**src/rtl/cpu_pkg.sv**
```systemverilog
// Shared CPU-top definitions: data-memory arbiter state encoding and default bus widths.
package cpu_pkg;

  typedef enum logic [1:0] {
    ST_LOAD = 2'd0,
    ST_HOLD = 2'd1,
    ST_RUN  = 2'd2,
    ST_HOST = 2'd3
  } arb_state_t;

  localparam int ADDR_W_DEF = 32;
  localparam int DATA_W_DEF = 32;

endpackage

```
**src/rtl/dmem_port_arbiter_port_mux.sv**
```systemverilog
// Combinational host/core selection of the data-memory port; zero latency, no backpressure.
// host_vld qualifies host writes so an idle or reset host never writes memory.
module port_mux
  import cpu_pkg::*;
#(
  parameter int ADDR_W = ADDR_W_DEF,
  parameter int DATA_W = DATA_W_DEF
) (
  input  logic              host_sel,
  input  logic              host_vld,
  input  logic              host_we,
  input  logic [ADDR_W-1:0] host_addr,
  input  logic [DATA_W-1:0] host_wdata,
  input  logic              cpu_we,
  input  logic [ADDR_W-1:0] cpu_addr,
  input  logic [DATA_W-1:0] cpu_wdata,
  output logic              mem_we,
  output logic [ADDR_W-1:0] mem_addr,
  output logic [DATA_W-1:0] mem_wdata
);

  always_comb begin
    if (host_sel) begin
      mem_we    = host_vld & host_we;
      mem_addr  = host_addr;
      mem_wdata = host_wdata;
    end else begin
      mem_we    = cpu_we;
      mem_addr  = cpu_addr;
      mem_wdata = cpu_wdata;
    end
  end

endmodule

```
**src/rtl/dmem_port_arbiter.sv**
```systemverilog
// Data-memory port owner: holds the core in reset during host load, then steals stall slots for host accesses.
// Host grant is same-cycle in LOAD/HOLD, at most HOST_WAIT+1 RUN cycles late otherwise; read data returns one cycle after grant.
module dmem_port_arbiter
  import cpu_pkg::*;
#(
  parameter int ADDR_W     = ADDR_W_DEF,
  parameter int DATA_W     = DATA_W_DEF,
  parameter int HOST_WAIT  = 4,
  parameter int RESET_HOLD = 2
) (
  input  logic              clk,
  input  logic              reset,
  input  logic              host_req,
  input  logic              host_we,
  input  logic [ADDR_W-1:0] host_addr,
  input  logic [DATA_W-1:0] host_wdata,
  input  logic              host_reload,
  input  logic              load_done,
  output logic              host_gnt,
  output logic              host_rvalid,
  output logic [DATA_W-1:0] host_rdata,
  input  logic              cpu_mem_access,
  input  logic              cpu_we,
  input  logic [ADDR_W-1:0] cpu_addr,
  input  logic [DATA_W-1:0] cpu_wdata,
  output logic              cpu_rst,
  output logic              cpu_stall,
  output logic              mem_we,
  output logic [ADDR_W-1:0] mem_addr,
  output logic [DATA_W-1:0] mem_wdata,
  input  logic [DATA_W-1:0] mem_rdata
);

  localparam int HW = $clog2(RESET_HOLD + 1);
  localparam int WW = $clog2(HOST_WAIT + 1);
  localparam logic [HW-1:0] HOLD_INIT = HW'(RESET_HOLD);
  localparam logic [WW-1:0] WAIT_MAX  = WW'(HOST_WAIT);

  arb_state_t        state_q, state_d;
  logic [HW-1:0]     hold_cnt_q, hold_cnt_d;
  logic [WW-1:0]     wait_cnt_q, wait_cnt_d;
  logic              reload_pend_q, reload_pend_d;
  logic              cpu_rst_q, cpu_rst_d;
  logic              cpu_stall_q, cpu_stall_d;
  logic              host_rvalid_q, host_rvalid_d;
  logic [DATA_W-1:0] host_rdata_q, host_rdata_d;
  logic              host_sel;

  assign host_sel = (state_q != ST_RUN);
  assign host_gnt = reset & ((state_q == ST_HOST) | (host_sel & host_req));

  always_comb begin
    state_d       = state_q;
    hold_cnt_d    = hold_cnt_q;
    wait_cnt_d    = wait_cnt_q;
    reload_pend_d = reload_pend_q;
    host_rvalid_d = host_gnt & ~host_we;
    host_rdata_d  = host_rvalid_d ? mem_rdata : host_rdata_q;

    case (state_q)
      ST_LOAD: begin
        wait_cnt_d    = '0;
        reload_pend_d = 1'b0;
        if (load_done) begin
          state_d    = ST_HOLD;
          hold_cnt_d = HOLD_INIT;
        end
      end
      ST_HOLD: begin
        hold_cnt_d = hold_cnt_q - HW'(1);
        if (hold_cnt_q <= HW'(1)) state_d = ST_RUN;
      end
      ST_RUN: begin
        // A reload (fresh or parked during a host slot) beats any pending host slot.
        if (host_reload | reload_pend_q) begin
          state_d       = ST_LOAD;
          reload_pend_d = 1'b0;
          wait_cnt_d    = '0;
        end else if (!host_req) begin
          wait_cnt_d = '0;
        end else if (!cpu_mem_access) begin
          state_d = ST_HOST;
        end else if (wait_cnt_q == WAIT_MAX) begin
          state_d = ST_HOST;
        end else begin
          wait_cnt_d = wait_cnt_q + WW'(1);
        end
      end
      ST_HOST: begin
        wait_cnt_d = '0;
        state_d    = ST_RUN;
        if (host_reload) reload_pend_d = 1'b1;
      end
      default: state_d = ST_LOAD;
    endcase

    cpu_rst_d   = (state_d == ST_LOAD) || (state_d == ST_HOLD);
    cpu_stall_d = (state_d == ST_HOST);
  end

  always_ff @(posedge clk or negedge reset) begin
    if (!reset) begin
      state_q       <= ST_LOAD;
      hold_cnt_q    <= '0;
      wait_cnt_q    <= '0;
      reload_pend_q <= 1'b0;
      cpu_rst_q     <= 1'b1;
      cpu_stall_q   <= 1'b0;
      host_rvalid_q <= 1'b0;
      host_rdata_q  <= '0;
    end else begin
      state_q       <= state_d;
      hold_cnt_q    <= hold_cnt_d;
      wait_cnt_q    <= wait_cnt_d;
      reload_pend_q <= reload_pend_d;
      cpu_rst_q     <= cpu_rst_d;
      cpu_stall_q   <= cpu_stall_d;
      host_rvalid_q <= host_rvalid_d;
      host_rdata_q  <= host_rdata_d;
    end
  end

  assign cpu_rst     = cpu_rst_q;
  assign cpu_stall   = cpu_stall_q;
  assign host_rvalid = host_rvalid_q;
  assign host_rdata  = host_rdata_q;

  port_mux #(
    .ADDR_W (ADDR_W),
    .DATA_W (DATA_W)
  ) u_port_mux (
    .host_sel   (host_sel),
    .host_vld   (reset & host_req),
    .host_we    (host_we),
    .host_addr  (host_addr),
    .host_wdata (host_wdata),
    .cpu_we     (cpu_we),
    .cpu_addr   (cpu_addr),
    .cpu_wdata  (cpu_wdata),
    .mem_we     (mem_we),
    .mem_addr   (mem_addr),
    .mem_wdata  (mem_wdata)
  );

endmodule

```
**config.mk**
```make
export PLATFORM = sky130hd
export DESIGN_NAME = dmem_port_arbiter
export DESIGN_NICKNAME = d
export VERILOG_FILES = /design/src/rtl/cpu_pkg.sv /design/src/rtl/dmem_port_arbiter_port_mux.sv /design/src/rtl/dmem_port_arbiter.sv
export SDC_FILE = /design/constraint.sdc
export NUM_CORES = 1
export LEC_CHECK = 0
export CORE_AREA = 2 2 103 105
export CTS_BUF_LIST = sky130_fd_sc_hd__clkbuf_8
export DETAILED_ROUTE_END_ITERATION = 10
export DIE_AREA = 0 0 105 107
export DONT_BUFFER_PORTS = 1
export PLACE_DENSITY = 0.51
export SETUP_SLACK_MARGIN = 0.05
export SYNTH_ARGS = -nofsm -noshare
export SYNTH_HDL_FRONTEND = slang
export SYNTH_SLANG_ARGS = --single-unit
```
**constraint.sdc**
```tcl
create_clock -name clk -period 2.1 [get_ports clk]
set_input_delay 0.42 -clock clk [delete_from_list [all_inputs] [get_ports clk]]
set_output_delay 0.42 -clock clk [all_outputs]
set_load 0.01 [all_outputs]
```
# Word level (Yosys, flattened, before mapping)
# Cells that the tools add are included.
# totals
register_bits,43
in_bits,168
# classes
n_reduce_logical,10
n_bitwise,8
add_sub_neg,2
eq_ne,12
order_cmp,1
muxes,20
# op_table
op,count
$mux 32,2
$mux 2,7
$mux 3,4
$ne 2x2->1 const B,4
$ne 4x4->1 const B,2
$pmux 2 s4,1
$eq 2x2->1 const B,3
$pmux 3 s2,1
$reduce_and 3->1,2
$and 1x1->1,5
$eq 2x1->1 const B,2
$logic_not 2->1,2
$pmux 2 s2,1
$reduce_bool 2->1,2
$add 3x1->3 const B,1
$eq 3x3->1 const B,1
$mux 1,3
$pmux 1 s3,1
$reduce_bool 3->1,1
$le 2x1->1 const B,1
$or 1x1->1,2
$reduce_and 2->1,1
$reduce_or 2->1,1
$sub 2x1->2 const B,1
2 further kinds,2

# Depth between registers and ports, before layout
# Gate-level depths: netlist (run 1).
# logic_depth
depth_word,8
ltp_mapped,7
mapped_depth_nobuf,6

# Modules after synthesis
# From an unflattened synthesis (run 1), not the netlist that was laid out.
# unflattened
cells_unflattened,202
area_unflattened_um2,2921.6
# modules_own_cells
module,cells_per_inst,seq_area_each_um2,area_each_um2,instances
dmem_port_arbiter,128,1077.3,1978.1,1
port_mux,74,0.0,943.4,1

# Worst setup path after synthesis (run 1)
# OpenSTA, ideal clock, no wires.
# synth_timing
path_kind,reg2out
startpoint,register state_q[0]
endpoint,output port mem_addr[10]
t_required_ns,1.680
stages_incl_launch_ff,7
n_path_buf,3
slack_ns,0.082
arrival_ns,1.598
path_cell_list,dfrtp_1 > inv_1 > ha_1 > clkbuf_1 > buf_2 > buf_2 > mux2_2
# synth_between
elab_chain_len,2
# synth_lines
item,line_no,source
from (decl),dmem_port_arbiter.sv:39,"arb_state_t state_q, state_d;"
from (signal assigned),dmem_port_arbiter.sv:112,state_q <= state_d;
$ne 2x2->1,dmem_port_arbiter.sv:49,assign host_sel = (state_q != ST_RUN);
$mux 32,dmem_port_arbiter_port_mux.sv:23,if (host_sel) begin
to (decl),dmem_port_arbiter.sv:29,"output logic [ADDR_W-1:0] mem_addr,"
# No other way between the ends.

# Final worst setup path (run 1)
# layout_timing
startpoint,register state_q[0]
endpoint,output port mem_wdata[17]
# layout_between
elab_chain_len,2
# layout_lines
item,line_no,source
$ne 2x2->1,dmem_port_arbiter.sv:49,
$mux 32,dmem_port_arbiter_port_mux.sv:23,
to (decl),dmem_port_arbiter.sv:30,"output logic [DATA_W-1:0] mem_wdata,"
# No other way between the ends.

==> impl.org, run 1 <==
** GRT
- The total overflow left after global routing is 0.
- Initial antenna violation count :: 1
- In the global route stage, overall resource usage came out at 0.127.
- The first global-routing pass estimated 10800 um of wire.
- The via count of the first global-routing pass was 1730.
- Largest net degree at the start of global routing :: 44

** Route
- Remaining routing DRC violations :: 0
- Post-Route WL :: 7820 um
- Iteration count of the initial detailed-routing pass :: 4
- In this run the remaining antenna-violating nets after routing total 0.
- In the final routed layout, each cell accounts on average for 22.7 um.
- Dividing the detail-routed via count by the number of cells gives roughly 5.
- Total vias in the final route :: 1727
- Starting DRT DRC Count :: just over 70

** Outcome
- Run status :: completed

** CTS
- In this run the number of H-tree levels came out at 2.
- After clock tree synthesis, the clock-pin slew on the worst setup and hold paths is 0.09 ns.
- TritonCTS built the clock tree.
- Clock Latency Late Sink :: about 0.29 ns
- In this run the clock root is driven by a clkbuf_8.
- Counting the buffers created by CTS gives 5.
- The tree built by TritonCTS fans out to 43 sinks.
- The clock passes through at most 2 buffers.

** Floorplanning
- Horizontal die dimension :: 105 um
- The die is 107 um tall.
- The die covers 0.0112 mm2.
- The core region is 0.0101 mm2.
- Site row count :: 37
- In this run the count of I/O pins placed on the die edge is around 270.
- Initial standard-cell utilization of the core :: 0.272

** Final layout
- Filler-free cell count of the finished design :: 345
- The repair_antennas step left the layout with diodes totalling 0.
- In the final design database the tool counted 383 nets.
- Layout cell share with drive strength beyond 1 :: 0.579
- Measured on the finished design, the core utilization comes to 0.307.
- After routing the design area is 0.00310 mm2.
- Compared with the post-synthesis result, the final layout area differs by 12.9%.

** Run
- Count of maximum capacitance violations :: 0

** Critical path
- Arr. time, crit path :: roughly 1.6 ns
- Critical path start-end classification :: reg -> out
- Element type at the critical path start :: register
- Along the worst path, the maximum fanout reaches 25.
- The worst setup path is captured at an output pin.
- STA puts the critical path data required time at 1.68 ns.

** Timing
- The count of pins over their slew limit is 0.
- RSZ-0062 raised after global routing :: true
- Max_slew headroom :: 0.682
- In the finished design, the share of the clock period the worst path needs comes to 0.976.
- Between clock sinks in the finished design, the worst skew comes to 0.00291 ns.
- Finish-stage setup viols :: 0
- Based on the critical path, the design can be clocked at up to 0.488 GHz.
- The total count of hold-check failures in the final report was 0.
- Transition time at the pin with the least slew margin :: 0.477 ns
- The clock period could shrink to 2.05 ns.

** Power
- In this run the static leakage power is ~1.3 nW.
- Overall power consumption :: 0.00360 W
- Pwr Density :: 1160 mW/mm2
- The worst-case IR drop observed on VDD is 0.000360 V.

** Yosys
- The mapped netlist covers between 0.002 and 0.003 mm2.
- For this run, the number of Yosys warnings is 0.
- Total nets after synthesis :: 379
- Register area share after synthesis :: 0.392
- Number of flip-flops and latches in the synthesized netlist :: 43
- Syn_area_per_cell :: 13.5 um2
- Gate count after technology mapping :: 204
- Distinct cells, synth :: 33

** Min path
- Min-Delay Path Class :: in -> reg

** Placed design
- Routability-driven placement finished with a final weighted congestion of 0.932.
- Summing all placed instances gives a cell area of 0.00286 mm2.
- Detailed placement finished with a half-perimeter wire length of 6000 um.
- Total instance count after detailed placement :: 332
- Input and output buffers added on the ports amount to 0.
-- cell usage in the layout, fill, tap and decap left out, types with 2 or more instances in the layout --
master	Yosys	routed
nor2_1	2	2
nand2_1	3	3
buf_4	0	2
mux2_2	67	60
nand2b_1	2	2
mux2_4	29	36
inv_1	6	5
nand3_1	4	4
ha_1	7	6
dfrtp_1	42	40
nor2b_1	2	2
clkbuf_8	0	5
a221oi_1	2	2
buf_16	0	2
buf_12	3	4
dfrtp_2	0	2
clkinvlp_4	0	2
a21oi_1	3	3
o21ai_0	7	7
-- area by class of cell --
type / instances / area [um2]
Sequential cell: 43 / 1080
Inverter: 6 / 22.5
Clock inverter: 3 / 23.8
Fill cell: 1031 / 6990
Timing Repair Buffer: 9 / 160
Multi-Input combinational cell: 143 / 1580
Tap cell: 136 / 170
Clock buffer: 5 / 68.8
-- stage by stage --
stage / setup slack (ns) / hold WS [ns] / TNS, ns
6_report: 0.0504 / 0.266 / 0
3_3_place_gp: 0.249 / 0.125 / 0
5_1_grt: -0.00715 / 0.238 / -0.0780
2_1_floorplan: 0.0821 / 0.124 / 0
4_1_cts: -0.0115 / 0.255 / -0.106
3_5_place_dp: 0.216 / 0.125 / 0
-- power by group --
group | switching [W] | total [W] | internal [W]
registers | 0.000390 | 0.00157 | 0.00117
clock network | 0.000299 | 0.000537 | 0.000238
logic | 0.000657 | 0.00150 | 0.000840
total | 0.00135 | 0.00360 | 0.00225
-- sequential cells by signal (all words and copies together) (netlist names) --
register / flops
cpu_rst: 1
host_rdata: 32
host_rvalid: 1
hold_cnt_q: 2
wait_cnt_q: 3
cpu_stall: 1
reload_pend_q: 1
state_q: 2
-- synthesized netlist by cell type, drive strengths merged --
cell type | number | area, um2
dfstp | 1 | 26.3
ha | 7 | 87.6
clkbuf | 1 | 3.75
nor2 | 2 | 7.51
nand4b | 1 | 8.76
a32o | 1 | 10.0
and2 | 1 | 6.26
o21ai | 7 | 35.0
dfrtp | 42 | 1050
mux2 | 96 | 1190
mux2i | 1 | 10.0
buf | 11 | 106
a21bo | 1 | 10.0
a221oi | 2 | 17.5
nand3b | 1 | 7.51
and3 | 1 | 6.26
a21oi | 3 | 15.0
inv | 6 | 22.5
a211oi | 1 | 7.51
nand2b | 2 | 12.5
nor2b | 4 | 35.0
a22oi | 1 | 7.51
or2 | 1 | 6.26
nand2 | 3 | 11.3
a41oi | 1 | 8.76
nand3 | 4 | 20.0
or2b | 1 | 7.51
o22a | 1 | 8.76
-- worst paths after layout --
kind                                                start                         end  slack [ns]  depth (start not counted)
worst max-delay path                 state_q[0]$_DFF_PN0_               mem_wdata[17]        0.05                          4
worst min-delay path                        mem_rdata[31]  host_rdata[31]$_DFFE_PN0P_        0.27                          1
worst max register to register       state_q[1]$_DFF_PN0_  host_rdata[11]$_DFFE_PN0P_        0.30                          5
worst min register to register  reload_pend_q$_DFFE_PN0P_   reload_pend_q$_DFFE_PN0P_        0.50                          1
max in group asynchronous                           reset           cpu_rst$_DFF_PN1_        1.21                          2
min in group asynchronous                           reset   host_rdata[6]$_DFFE_PN0P_        0.63                          2
-- routing by layer --
| metal | vias to the layer above | track usage | part of all wire |
|---|---|---|---|
| met4 | 2 | 0.0257 | 0.0090 |
| met5 | - | 0 | 0.0018 |
| met2 | 136 | 0.196 | 0.48 |
| li1 | 745 | - | - |
| met3 | 10 | 0.0438 | 0.10 |
| met1 | 834 | 0.171 | 0.41 |
-- logic make-up (layout without fill, tap and decap cells) --
logic type               count (synthesis)  count (layout)  share of synthesized area
adder cells (fa/ha/maj)                  7               7                     0.0319
AO/OA/AOI/OAI                           18              18                     0.0437
AND/OR/NAND/NOR                         21              21                     0.0469
flip-flops                              43              43                      0.392
multiplexers                            97              97                      0.437
buffers and inverters                   18              23                     0.0483
-- worst max-delay path: stages, from the launching register on --
cell and delay [ns]:
dfrtp_2 0.42, inv_2 0.08, ha_4 0.23, buf_12 0.21
mux2_2 0.39
-- timing repair --
item	4_1_cts	5_1_grt
hold buffers	2	0
endpoints found under the hold margin	43	0
endpoints found under the setup margin	64	51
buffers inserted	2	0
resized for setup	13	3
gates cloned	2	0
pin swaps	0	0
Note: power is estimated with default switching activity, not from simulation.
==> run 2, diff against run 1 <==
--- a/config.mk
+++ b/config.mk
@@ -5,12 +5,12 @@
 export SDC_FILE = /design/constraint.sdc
 export NUM_CORES = 1
 export LEC_CHECK = 0
-export CORE_AREA = 2 2 103 105
-export CTS_BUF_LIST = sky130_fd_sc_hd__clkbuf_8
+export CORE_AREA = 2 2 104 106
 export DETAILED_ROUTE_END_ITERATION = 10
-export DIE_AREA = 0 0 105 107
+export DIE_AREA = 0 0 106 108
 export DONT_BUFFER_PORTS = 1
-export PLACE_DENSITY = 0.51
+export HOLD_SLACK_MARGIN = 0.08
+export PLACE_DENSITY = 0.5
 export SETUP_SLACK_MARGIN = 0.05
 export SYNTH_ARGS = -nofsm -noshare
 export SYNTH_HDL_FRONTEND = slang
==> run 2 against run 1 <==
  * Design area rose by 8.3%
  * Combinational power grew 15%
  * Setup slack worse by 0.022 ns
  * First-iteration DRC count rose by 43%
  * Non-clock buffer count rose by 14
  * Worst hold slack better by 0.0078 ns
  * Sequential share of layout area down 2.7 points
  * Register-to-register slack worse by 0.09 ns
  * Fmax fell by 1.1%
  * Wire length increased by 10%
  * Clock-buffer cell count up 1
  * Critical path depth grew 1
==> impl.org, run 2 (synthesis results as in run 1) <==
** Floorplanning
- The die is 106 um wide.
- Initial standard-cell utilization of the core :: 0.268
- The floorplan has 37 rows.
- The floorplan step defined a die boundary enclosing 0.0114 mm2.
- Die Y :: 108 um
- 269 I/O pins were placed.
- The region available for standard cell placement spans 0.0102 mm2.

** Timing
- Worst Clk Skew :: 0.00526 ns
- Final clock period utilization by the worst path :: 0.986
- Setup repair after global routing could not meet its margin everywhere.
- Setup violations remaining at the end of the flow were counted as 0.
- For this run, the top clock speed supported by timing is 0.483 GHz.
- Setup slack closes at 0.0286 ns.
- The count of pins over their slew limit was 0.
- The worst path in the final design needs a cycle of 2.07 ns, including I/O delays and setup.
- At the pin with the least slew margin, the transition time is 0.348 ns.
- Max_slew headroom :: 0.767
- Fin. Hold Viols :: 0

** Final layout
- Relative to the synthesized area, the layout overhead comes to 22.2%.
- In the final layout, the multi-input gates occupy 0.00168 mm2.
- Leaving out fill and tap cells, the most frequent cells in the layout are mux2_4, dfrtp_1, mux2_2.
- The register with the most flip-flops in the layout has 32 of them.
- After the flow finishes, the layout carries non-filler instances totaling 359.
- Most frequent standard cell in the layout excluding fill and tap cells :: mux2_4
- In the final layout, the share of cells above drive strength 1 is 0.596.
- The final layout contains 397 nets.
- After routing the design area is 0.00336 mm2.
- The number of antenna diodes in the final layout is 0.
- Measured on the finished design, the core utilization comes to 0.328.
- Counting the fill cells in the layout gives 995.
- Sequential cell area :: 0.00108 mm2

** CTS
- The H-tree was split into 2 levels.
- Clock-pin slew on the worst setup and hold paths :: 0.08 ns
- Clock buffer depth :: 2
- Clock Latency Late Sink :: 0.29 ns
- Clock tree from TritonCTS :: built
- Clock Sinks :: 43
- Clock root buffer :: clkbuf_8
- Clock buffer count from CTS :: 5

** GRT
- For this run, the total global-route usage over all layers was measured as 0.129.
- Initial antenna violation count :: 1
- Largest net degree at the start of global routing :: 44
- Number of global-route vias before repair :: 1782
- Total global routing overflow :: 0
- The first global-routing pass estimated 11200 um of wire.

** Placed design
- Summing all placed instances gives a cell area of 0.00286 mm2.
- During placement, the flow inserted port buffers numbering 0.
- Routability-driven placement finished with a final weighted congestion of 0.899.
- OpenSTA, run right after detailed placement, puts the worst setup slack at 0.243 ns.
- Total instance count after detailed placement :: 332
- DP Wirelength :: 6400 um

** Route
- Number of nets still failing antenna checks after routing :: 0
- Post-Route WL :: 8610 um
- In the routed layout, each cell is associated on average with a via count of 4.93.
- Routed wirelength normalized by instance count :: between 20 and 25 um
- The routed layout has 1769 vias.
- Remaining routing DRC violations :: 0
- The pre-antenna-repair detailed-routing pass consisted of 4 iterations.
- For this block, the initial DRC count from the detailed router was between 100 and 150.

** Power
- Proportion of power drawn by combinational gates :: 0.455
- Share of total power in the clock network :: 0.136
- For this design the total switching power over the nets is between 0.001 and 0.0015 W.
- Of the total power, registers draw 0.409.
- Of the total power, the share spent switching nets is 0.365.
- Internal Dissipation :: approximately 0.0024 W
- The worst-case IR drop observed on VDD is 0.000315 V.
- Dividing total power by cell area gives a power density of 1140 mW/mm2.
- For this design the static power due to leakage is 1.45 nW.

** Critical path
- STA classifies the critical path endpoint as an output pin.
- Worst reg-to-reg setup slack :: 0.21 ns
- On the critical path, the stage with the largest delay is an instance of dfrtp_1.
- Critical-path cell list :: inv_2, ha_4, buf_4, buf_12, mux2_2
- Maximum net fanout on the critical path :: 12
- At the worst endpoint, the required time is 1.68 ns.
- For this run, the slowest stage of the critical path takes just over 0.4 ns.
- The worst setup path is launched from a register.
- The critical path is of the reg -> out type.
- Arr. time, crit path :: 1.65 ns

** Outcome
- Run status :: completed

** Min path
- Min-Delay Path Class :: in -> reg

** Run
- Max-cap violations in this run came to 0.
run 2: changes by cell type in the layout (fill, tap and decap cells not counted), sizes merged:
cell      change
clkbuf        +4
clkinvlp      -1
clkinv        +1
buf          +11
inv           -1
run 2: path summary, 6_finish.rpt:
kind / from / end / cells after the start
max in group asynchronous: reset / cpu_rst$_DFF_PN1_ / 2
min reg2reg: reload_pend_q$_DFFE_PN0P_ / reload_pend_q$_DFFE_PN0P_ / 1
max: state_q[0]$_DFF_PN0_ / mem_addr[26] / 5
min in group asynchronous: reset / host_rdata[2]$_DFFE_PN0P_ / 2
min: mem_rdata[1] / host_rdata[1]$_DFFE_PN0P_ / 1
max reg2reg: state_q[1]$_DFF_PN0_ / host_rdata[12]$_DFFE_PN0P_ / 6
run 2: worst max-delay path: cells and delay by family (launching register included):
| family | cells | cell delay [ns] |
|---|---|---|
| fa+ha+maj | 1 | 0.19 |
| buf+inv | 3 | 0.37 |
| flops | 1 | 0.41 |
| mux | 1 | 0.38 |
run 2: final cells by class:
class | count | share of cell area
tap | 136 | 0.0507
inverter | 6 | 0.00671
multi-input combinational | 143 | 0.501
timing repair buffer | 23 | 0.0954
clock inverter | 2 | 0.00373
clock buffer | 6 | 0.0216
sequential | 43 | 0.321
run 2: per-layer routing:
layer	vias to the layer above	global-route usage	share of wire
met3	4	0.0597	0.10
li1	773	-	-
met1	864	0.154	0.38
met4	2	0.0235	0.0029
met2	126	0.217	0.51
met5	-	0	0.0013
run 2: power by group through the flow:
stage               Sequential (W)  Clock (W)  Combinational (W)
finish                     0.00156   0.000519            0.00173
global route               0.00161   0.000575            0.00185
CTS                        0.00157   0.000548            0.00145
detailed placement         0.00159          0            0.00134
global placement           0.00159          0            0.00133
floorplan                  0.00151          0            0.00117
run 2: through the flow:
step / hold WS [ns] / total power (W) / setup TNS, ns
after floorplan: 0.124 / 0.00268 / 0
after global placement: 0.125 / 0.00291 / 0
after detailed placement: 0.125 / 0.00293 / 0
after CTS: 0.260 / 0.00357 / 0
after global routing: 0.255 / 0.00403 / -0.200
final: 0.274 / 0.00381 / 0
run 2: timing repair:
action | CTS | global route
resized for setup | 5 | 42
hold endpoints to repair | 43 | 0
cloned | 1 | 5
buffers inserted | 1 | 10
hold buffers | 2 | 0
endpoints found under the setup margin | 65 | 64
